===== src/rtl/rs_bank.sv =====
// Reservation-station bank: lowest-free issue, CDB operand capture with issue
// bypass, and lowest-index-ready dispatch. One rs_entry instance per slot.

module rs_entry #(
   parameter int DATA_W = 16,
   parameter int TAG_W  = 4,
   parameter int OP_W   = 4
) (
   input  logic              clock,
   input  logic              reset,
   input  logic              issue_we_i,
   input  logic [OP_W-1:0]   issue_op_i,
   input  logic [DATA_W-1:0] issue_vj_i,
   input  logic [TAG_W-1:0]  issue_qj_i,
   input  logic [DATA_W-1:0] issue_vk_i,
   input  logic [TAG_W-1:0]  issue_qk_i,
   input  logic              cdb_valid_i,
   input  logic [TAG_W-1:0]  cdb_tag_i,
   input  logic [DATA_W-1:0] cdb_data_i,
   input  logic              disp_clr_i,
   output logic              busy_o,
   output logic [OP_W-1:0]   op_o,
   output logic [DATA_W-1:0] vj_o,
   output logic [DATA_W-1:0] vk_o,
   output logic              ready_o
);

   logic              busy_q, busy_d;
   logic [OP_W-1:0]   op_q, op_d;
   logic [DATA_W-1:0] vj_q, vj_d, vk_q, vk_d;
   logic [TAG_W-1:0]  qj_q, qj_d, qk_q, qk_d;
   logic              cdb_hit;

   assign cdb_hit = cdb_valid_i && (cdb_tag_i != '0);

   always_comb begin
      busy_d = busy_q;
      op_d   = op_q;
      vj_d   = vj_q;
      qj_d   = qj_q;
      vk_d   = vk_q;
      qk_d   = qk_q;
      // A freeing entry ignores the CDB; it is never the issue target in the same cycle.
      if (disp_clr_i) begin
         busy_d = 1'b0;
      end else if (issue_we_i) begin
         busy_d = 1'b1;
         op_d   = issue_op_i;
         if (cdb_hit && (issue_qj_i == cdb_tag_i)) begin
            vj_d = cdb_data_i;
            qj_d = '0;
         end else begin
            vj_d = issue_vj_i;
            qj_d = issue_qj_i;
         end
         if (cdb_hit && (issue_qk_i == cdb_tag_i)) begin
            vk_d = cdb_data_i;
            qk_d = '0;
         end else begin
            vk_d = issue_vk_i;
            qk_d = issue_qk_i;
         end
      end else if (busy_q) begin
         if (cdb_hit && (qj_q == cdb_tag_i)) begin
            vj_d = cdb_data_i;
            qj_d = '0;
         end
         if (cdb_hit && (qk_q == cdb_tag_i)) begin
            vk_d = cdb_data_i;
            qk_d = '0;
         end
      end
   end

   always_ff @(posedge clock) begin
      if (reset) begin
         busy_q <= 1'b0;
         op_q   <= '0;
         vj_q   <= '0;
         qj_q   <= '0;
         vk_q   <= '0;
         qk_q   <= '0;
      end else begin
         busy_q <= busy_d;
         op_q   <= op_d;
         vj_q   <= vj_d;
         qj_q   <= qj_d;
         vk_q   <= vk_d;
         qk_q   <= qk_d;
      end
   end

   assign busy_o  = busy_q;
   assign op_o    = op_q;
   assign vj_o    = vj_q;
   assign vk_o    = vk_q;
   assign ready_o = busy_q && (qj_q == '0) && (qk_q == '0);

endmodule

module rs_bank #(
   parameter int ENTRIES = 4,
   parameter int DATA_W  = 16,
   parameter int TAG_W   = 4,
   parameter int OP_W    = 4,
   parameter int RS_BASE = 1
) (
   input  logic                         clock,
   input  logic                         reset,
   input  logic                         issue_valid,
   output logic                         issue_ready,
   input  logic [OP_W-1:0]              issue_op,
   input  logic [DATA_W-1:0]            issue_vj,
   input  logic [DATA_W-1:0]            issue_vk,
   input  logic [TAG_W-1:0]             issue_qj,
   input  logic [TAG_W-1:0]             issue_qk,
   output logic [TAG_W-1:0]             issue_tag,
   input  logic                         cdb_valid,
   input  logic [TAG_W-1:0]             cdb_tag,
   input  logic [DATA_W-1:0]            cdb_data,
   output logic                         disp_valid,
   input  logic                         disp_ready,
   output logic [OP_W-1:0]              disp_op,
   output logic [DATA_W-1:0]            disp_a,
   output logic [DATA_W-1:0]            disp_b,
   output logic [TAG_W-1:0]             disp_tag,
   output logic [$clog2(ENTRIES+1)-1:0] count
);

   localparam int IDX_W = $clog2(ENTRIES);
   localparam int CNT_W = $clog2(ENTRIES+1);

   logic [ENTRIES-1:0]             e_busy, e_ready, e_we, e_clr;
   logic [ENTRIES-1:0][OP_W-1:0]   e_op;
   logic [ENTRIES-1:0][DATA_W-1:0] e_vj, e_vk;
   logic [IDX_W-1:0]               free_idx, disp_idx;
   logic                           issue_fire, disp_fire;
   logic [CNT_W-1:0]               count_q, count_d;

   // Both selections come from registered state only, so neither handshake
   // depends combinationally on the other or on the CDB.
   always_comb begin
      free_idx = '0;
      disp_idx = '0;
      for (int i = ENTRIES-1; i >= 0; i--) begin
         if (!e_busy[i])  free_idx = IDX_W'(i);
         if (e_ready[i])  disp_idx = IDX_W'(i);
      end
   end

   assign issue_ready = ~&e_busy;
   assign issue_tag   = TAG_W'(RS_BASE) + TAG_W'(free_idx);
   assign disp_valid  = |e_ready;
   assign issue_fire  = issue_valid && issue_ready;
   assign disp_fire   = disp_valid && disp_ready;

   always_comb begin
      disp_op  = '0;
      disp_a   = '0;
      disp_b   = '0;
      disp_tag = '0;
      if (disp_valid) begin
         disp_op  = e_op[disp_idx];
         disp_a   = e_vj[disp_idx];
         disp_b   = e_vk[disp_idx];
         disp_tag = TAG_W'(RS_BASE) + TAG_W'(disp_idx);
      end
   end

   genvar g;
   generate
      for (g = 0; g < ENTRIES; g++) begin : g_ent
         assign e_we[g]  = issue_fire && (free_idx == IDX_W'(g));
         assign e_clr[g] = disp_fire && (disp_idx == IDX_W'(g));
         rs_entry #(.DATA_W(DATA_W), .TAG_W(TAG_W), .OP_W(OP_W)) u_ent (
            .clock       (clock),
            .reset       (reset),
            .issue_we_i  (e_we[g]),
            .issue_op_i  (issue_op),
            .issue_vj_i  (issue_vj),
            .issue_qj_i  (issue_qj),
            .issue_vk_i  (issue_vk),
            .issue_qk_i  (issue_qk),
            .cdb_valid_i (cdb_valid),
            .cdb_tag_i   (cdb_tag),
            .cdb_data_i  (cdb_data),
            .disp_clr_i  (e_clr[g]),
            .busy_o      (e_busy[g]),
            .op_o        (e_op[g]),
            .vj_o        (e_vj[g]),
            .vk_o        (e_vk[g]),
            .ready_o     (e_ready[g])
         );
      end
   endgenerate

   always_comb begin
      count_d = count_q;
      case ({issue_fire, disp_fire})
         2'b10:   count_d = count_q + CNT_W'(1);
         2'b01:   count_d = count_q - CNT_W'(1);
         default: count_d = count_q;
      endcase
   end

   always_ff @(posedge clock) begin
      if (reset) count_q <= '0;
      else       count_q <= count_d;
   end

   assign count = count_q;

endmodule


===== config.mk =====
export PLATFORM = sky130hd
export DESIGN_NAME = rs_bank
export DESIGN_NICKNAME = d
export VERILOG_FILES = /design/src/rtl/rs_bank.sv
export SDC_FILE = /design/constraint.sdc
export NUM_CORES = 1
export LEC_CHECK = 0
export ABC_AREA = 1
export CAP_MARGIN = 10
export CORE_AREA = 3 3 206 208
export DETAILED_ROUTE_END_ITERATION = 8
export DIE_AREA = 0 0 209 211
export GPL_TIMING_DRIVEN = 1
export PLACE_DENSITY_LB_ADDON = 0.15
export SYNTH_ARGS = -nofsm -noshare
export SYNTH_HDL_FRONTEND = slang
export SYNTH_SLANG_ARGS = --single-unit

===== constraint.sdc =====
create_clock -name clock -period 5.3 [get_ports clock]
set_input_delay 0.53 -clock clock [delete_from_list [all_inputs] [get_ports clock]]
set_output_delay 0.53 -clock clock [all_outputs]
set_load 0.02 [all_outputs]

# Word level (Yosys, flattened, before mapping)
# Index checks and enable logic that the tools add are counted.
# classes
add_sub_neg	4
n_lt_le_gt_ge	1
n_eq_ne	18
n_mux	71
n_bitwise	4
n_reduce_logical	72
# ops
operator	count
$mux W16	30
$mux W4	28
$bmux W16 S2	2
$eq A4 B4 Y1	10
$logic_not A4 Y1	8
$logic_and A1 B1 Y1	29
$reduce_bool A2 Y1	13
$reduce_and A3 Y1	8
$mux W2	8
$eq A2 B2 Y1 const B	5
$bmux W4 S2	1
$reduce_and A2 Y1	4
$reduce_or A2 Y1	4
$add A1 B2 Y3 const A	2
$eq A2 B1 Y1 const B	3
$pmux W3 S2	1
$logic_not A2 Y1	2
$not A1 Y1	4
$reduce_and A4 Y1	1
$reduce_bool A4 Y1	1
$reduce_or A4 Y1	1
$add A3 B1 Y3 const B	1
$lt A2 B3 Y1 const B	1
$mux W3	1
other kinds (2)	2
# totals
register_bits	183
out_inout_bits	49

# Depth between registers and ports, before layout
# depth
ltp_word	11
ltp_mapped	15

# Hierarchy
# Synthesis repeated with hierarchy kept, for this count alone.
# hier_totals
cells_unflattened	2466
hier_area_um2	13310.3
# modules_own_cells
mod	n_inst	cells_per_inst	area_per_inst_um2	seq_area_each_um2
rs_entry	4	500	2773.9	900.9
rs_bank	1	466	2214.6	60.1

# Least setup slack after synthesis
# OpenSTA, ideal clock, no wires.
# synth_path
path_type	register to register
start	register g_ent[1].u_ent.busy_q
end	register count_q[2], in the netlist count[2]
arrival_ps	2236
path_slack_ps	2936
path_stages_with_launch	15
path_buffers	1
synth_period_minus_slack_ps	2364
path_cell_list	dfxtp_1 > inv_2 > nor2_1 > nand2_1 > nor2_4 > nor2_4 > inv_1 > nor2_1 > clkbuf_1 > nor2_1 > ha_1 > fa_1 > o21a_1 > o21ai_0 > a21oi_1
# synth_between
elab_chain_len	6
word_cells_on_any_way	11
cone_classes	eq/ne (2); mux (1); reduce/logical (8)
# synth_rtl
item	line	source
from (decl)	28	logic busy_q, busy_d;
from (signal assigned)	84	busy_q <= busy_d;
$logic_and A1 B1 Y1 (2 in series)	97	assign ready_o = busy_q && (qj_q == '0) && (qk_q == '0);
$reduce_or A4 Y1	153	assign disp_valid = |e_ready;
$logic_and A1 B1 Y1	155	assign disp_fire = disp_valid && disp_ready;
$eq A2 B1 Y1 or $eq A2 B2 Y1 (tied branches)	199	case ({issue_fire, disp_fire})
$pmux W3 S2 or $reduce_bool A2 Y1 (tied branches)	--	
to (signal assigned)	208	else count_q <= count_d;
to (decl)	138	logic [CNT_W-1:0] count_q, count_d;
# Several ways; a longest one is shown, not always the timed one.
# A chain may end at the register's enable or synchronous reset.

# Worst setup path in the final report
# layout_path
start	register g_ent[3].u_ent.qk_q[1]
end	output disp_a[6]
# layout_between
elab_chain_len	9
word_cells_on_any_way	10
cone_classes	mux (7); reduce/logical (3)
# layout_rtl
item	line	source
from (decl)	31	logic [TAG_W-1:0] qj_q, qj_d, qk_q, qk_d;
from (signal assigned)	89	qk_q <= qk_d;
$logic_not A4 Y1 *	97	
$logic_and A1 B1 Y1 *	97	
$mux W2 (4 in series)	147	if (e_ready[i]) disp_idx = IDX_W'(i);
$bmux W16 S2	164	disp_a = e_vj[disp_idx];
$mux W16 (implied by the code)	164	
$mux W16 *	162	if (disp_valid) begin
to (decl)	124	output logic [DATA_W-1:0] disp_a,
# Mark *: on every way between the ends. The rest lies on a longest branch, timed or not. The select of a mux whose other input is x is not followed.

==> impl_metrics.prom <==
# TYPE chip_impl_metric gauge
chip_impl_metric{name="start_util",unit="%"} 28.9
chip_impl_metric{name="finalSetupTns",unit="ps"} 0
chip_impl_metric{name="critical_path_arrival",unit="ps"} 3610
chip_impl_metric{name="flip_flop_and_latch_count_after_synthesis",unit=""} 183
chip_impl_metric{name="clock_skew",unit="ps"} 12.7
chip_impl_metric{name="remaining_drc_errors",unit=""} 0
chip_impl_metric{name="yosysSeqAreaShare",unit="%"} 31.1
chip_impl_metric{name="insertedDiodeCount",unit=""} 0
chip_impl_info{name="mostFrequentLayoutCells",value="sky130_fd_sc_hd__nand2_1, sky130_fd_sc_hd__nand3_1, sky130_fd_sc_hd__inv_1"} 1
chip_impl_metric{name="clkSinkCount",unit=""} 183
chip_impl_metric{name="cts-hold-fix-buffers",unit=""} 0
chip_impl_metric{name="grt_antenna_before_repair",unit=""} 2
chip_impl_info{name="cts_tree",value="yes"} 1
chip_impl_info{name="critPathLaunch",value="g_ent[3].u_ent.qk_q[1]"} 1
chip_impl_metric{name="netlist_instances",unit=""} 2001
chip_impl_metric{name="layout.cells.non_filler",unit=""} 2582
chip_impl_metric{name="gpl.final_weighted_congestion",unit=""} 0.908
chip_impl_metric{name="fill_cells",unit=""} 4563
chip_impl_metric{name="slew-limit-headroom",unit="%"} 15.4
chip_impl_info{name="ctsRootBufferMaster",value="sky130_fd_sc_hd__clkbuf_16"} 1
chip_impl_metric{name="cts_inserted_buffers",unit=""} 17
chip_impl_info{name="worstReg2RegStart",value="g_ent[1].u_ent.busy_o"} 1
chip_impl_metric{name="cts.reportedPaths.clkPinSlew",unit="ps"} 70
chip_impl_metric{name="power_per_cell_area",unit="nW/µm²"} 260
chip_impl_metric{name="period_share",unit="%"} 78.1
chip_impl_metric{name="clock_tree.htree_level_count",unit=""} 4
chip_impl_metric{name="power_leakage",unit="nW"} 6.49
chip_impl_metric{name="cts-root-to-sink-buffers",unit=""} 2
chip_impl_metric{name="worst_ep_required_time",unit="ps"} 4770
chip_impl_info{name="worstSetupEndpoint",value="disp_a[6]"} 1
chip_impl_metric{name="hold_viol",unit=""} 0
chip_impl_metric{name="drt-initial-drc-count",unit=""} 1130
chip_impl_metric{name="maxClockFrequency",unit="MHz"} 241
chip_impl_metric{name="post-dp-hpwl",unit="mm"} 32.2
chip_impl_metric{name="die_height",unit="µm"} 211
chip_impl_metric{name="number_of_cells_in_the_design_after_placement",unit=""} 2550
chip_impl_info{name="status",value="finished clean"} 1
chip_impl_metric{name="synth.cell_area",unit="µm²"} 11800
chip_impl_metric{name="detail_route.vias_per_cell",unit=""} 4.80
chip_impl_metric{name="yosys_warnings",unit=""} 0
chip_impl_metric{name="routed-via-count",unit=""} 12393
chip_impl_metric{name="ff2ff_setup_slack",unit="ps"} 2130
chip_impl_metric{name="p_total",unit="W"} 0.00355
chip_impl_metric{name="vdd_ir_drop_max",unit="mV"} 0.225
chip_impl_metric{name="grt_start_max_net_pins",unit=""} 89
chip_impl_metric{name="avgRoutedWirePerCell",unit="µm"} 18.4
chip_impl_metric{name="die_width",unit="µm"} 209
chip_impl_metric{name="fraction_of_final_layout_cells_sized_beyond_drive_strength_1",unit="%"} 4.83
chip_impl_metric{name="cts_resized",unit=""} 0
chip_impl_metric{name="first_global_vias",unit=""} 11307
chip_impl_info{name="layout_commonest_cell",value="sky130_fd_sc_hd__nand2_1"} 1
chip_impl_info{name="reg2reg_to",value="count[2]"} 1
chip_impl_metric{name="routed_wirelength",unit="mm"} 47.4
chip_impl_metric{name="io-pin-count",unit=""} 118
chip_impl_metric{name="worst_pin_slew",unit="ps"} 1270
chip_impl_metric{name="hold_slack",unit="ps"} 291
chip_impl_metric{name="regArea",unit="µm²"} 3660
chip_impl_metric{name="area_growth_syn_to_layout",unit="%"} 16.0
chip_impl_metric{name="die_area",unit="µm²"} 44100
chip_impl_info{name="startpoint_type",value="flop"} 1
chip_impl_metric{name="synth.lib_cells_used.distinct",unit=""} 31
chip_impl_metric{name="drt_pass_1_iters",unit=""} 7
chip_impl_info{name="worstSetupEndpointType",value="primary output"} 1
chip_impl_metric{name="slew_viol_final",unit=""} 0
chip_impl_metric{name="syn_avg_cell_area",unit="µm²"} 5.89
chip_impl_metric{name="globalRouteOverflowTotal",unit=""} 0
chip_impl_metric{name="max_cap_viol_count",unit=""} 0
chip_impl_info{name="worstHoldPathType",value="primary input to flop"} 1
chip_impl_metric{name="setup_viol_count_final",unit=""} 0
chip_impl_metric{name="first_pass_grt_wire_length",unit="mm"} 71.9
chip_impl_metric{name="clk-insertion-delay-late",unit="ps"} 450
chip_impl_metric{name="numPortBuffers",unit=""} 115
chip_impl_metric{name="coreArea",unit="µm²"} 40700
chip_impl_metric{name="crit_path_max_fanout",unit=""} 37
chip_impl_metric{name="core.rowCount",unit=""} 74
chip_impl_metric{name="antenna_violating_nets_remaining",unit=""} 0
chip_impl_metric{name="cts_post_setup_buffers_inserted",unit=""} 0
chip_impl_metric{name="finish.net_count",unit=""} 2108
chip_impl_metric{name="reg2regPathDepth",unit=""} 14
chip_impl_metric{name="finish.utilization",unit="%"} 33.6
chip_impl_info{name="rsz0062_at_grt",value="no"} 1
chip_impl_metric{name="layout_min_cycle_time",unit="ps"} 4140
chip_impl_info{name="critical_path_class",value="flop to primary output"} 1
chip_impl_metric{name="multi_input_area",unit="µm²"} 6290
chip_impl_metric{name="grtUsageTotal",unit="%"} 21.2
## routing by layer
metal	up-vias	GRT usage [%]	part of all wire, %
li1	6226	-	-
met2	419	31.4	42
met4	2	4.20	1.4
met1	5708	32.7	51
met5	-	0	0.027
met3	38	2.90	6.0
## layout make-up
type / instances / share of cell area (%)
sequential: 183 / 26.8
clock buffer: 20 / 3.27
multi-input combinational: 1383 / 46.0
tap: 532 / 4.87
timing repair buffer: 131 / 9.26
inverter: 321 / 8.81
clock inverter: 12 / 1.05
## critical path, stage by stage, from the launching register on
cell                              delay (ps)
sky130_fd_sc_hd__dfxtp_1                 340
sky130_fd_sc_hd__nor2_1                  340
sky130_fd_sc_hd__nand2_1                 100
sky130_fd_sc_hd__nor2_1                  100
sky130_fd_sc_hd__nand2_1                 130
sky130_fd_sc_hd__nor2_2                  140
sky130_fd_sc_hd__nand2_2                 550
sky130_fd_sc_hd__o21ai_0                 400
sky130_fd_sc_hd__inv_1                    80
sky130_fd_sc_hd__a21oi_1                 310
sky130_fd_sc_hd__clkdlybuf4s50_1         670
## logic make-up (layout without fill, tap and decap cells)
logic type      count (synthesis)  after routing  synth area share, %
buf+inv                       436            484                 15.7
xor+xnor                       37             37                 2.75
flops                         183            183                 31.1
compound gates                195            195                 8.56
simple gates                 1147           1147                 41.6
other cells                     1              2               0.0318
fa+ha+maj                       2              2                0.276
## worst min-delay path by stage
stage / start / to / slack, ps / cells after the start
final: reset / count[0] / 290 / 2
after global routing: reset / count[0] / 290 / 2
after CTS: reset / count[0] / 270 / 2
after detailed placement: g_ent[3].u_ent.op_o[3] / g_ent[3].u_ent.op_o[3] / 440 / 2
after global placement: g_ent[3].u_ent.op_o[3] / g_ent[3].u_ent.op_o[3] / 440 / 2
after floorplan: g_ent[3].u_ent.op_o[3] / g_ent[3].u_ent.op_o[3] / 420 / 2
## state kept, by name, indices dropped and copies added (netlist names)
register            cells
g_ent.u_ent.qk_q       16
g_ent.u_ent.vj_o       64
g_ent.u_ent.op_o       16
count                   3
g_ent.u_ent.qj_q       16
g_ent.u_ent.busy_o      4
g_ent.u_ent.vk_o       64
## synthesized netlist by cell type
master	count	share of area (%)
sky130_fd_sc_hd__a21boi_4	2	0.32
sky130_fd_sc_hd__a21oi_1	140	5.9
sky130_fd_sc_hd__buf_1	8	0.25
sky130_fd_sc_hd__buf_2	45	1.9
sky130_fd_sc_hd__buf_4	26	1.7
sky130_fd_sc_hd__buf_6	8	0.76
sky130_fd_sc_hd__clkbuf_1	28	0.89
sky130_fd_sc_hd__clkinv_1	1	0.032
sky130_fd_sc_hd__conb_1	1	0.032
sky130_fd_sc_hd__dfxtp_1	183	31
sky130_fd_sc_hd__fa_1	1	0.17
sky130_fd_sc_hd__ha_1	1	0.11
sky130_fd_sc_hd__inv_1	306	9.7
sky130_fd_sc_hd__inv_2	14	0.45
sky130_fd_sc_hd__nand2_1	551	18
sky130_fd_sc_hd__nand2_2	9	0.48
sky130_fd_sc_hd__nand2_4	2	0.19
sky130_fd_sc_hd__nand3_1	318	14
sky130_fd_sc_hd__nand3_2	12	1.0
sky130_fd_sc_hd__nand3_4	1	0.15
sky130_fd_sc_hd__nand4_1	5	0.27
sky130_fd_sc_hd__nor2_1	240	7.6
sky130_fd_sc_hd__nor2_2	2	0.11
sky130_fd_sc_hd__nor2_4	6	0.57
sky130_fd_sc_hd__nor3_4	1	0.14
sky130_fd_sc_hd__o21a_1	1	0.064
sky130_fd_sc_hd__o21ai_0	39	1.7
sky130_fd_sc_hd__o21ai_1	12	0.51
sky130_fd_sc_hd__o31ai_1	1	0.064
sky130_fd_sc_hd__xnor2_1	11	0.82
sky130_fd_sc_hd__xor2_1	26	1.9
## power by group
part | switching, W | total (W) | internal [W]
combinational | 0.000524 | 0.000768 | 0.000244
sequential | 0.0000234 | 0.00145 | 0.00143
clock | 0.000618 | 0.00133 | 0.000715
total | 0.00117 | 0.00355 | 0.00239
## per-stage QoR
stage / setup WS (ps) / cell area (µm²)
3_3_place_gp: 1400 / 13100
2_1_floorplan: 2940 / 11800
3_5_place_dp: 1310 / 13100
4_1_cts: 1190 / 13700
5_1_grt: 947 / 13700
6_report: 1160 / 13700
Power figures use the tool's default switching activity.
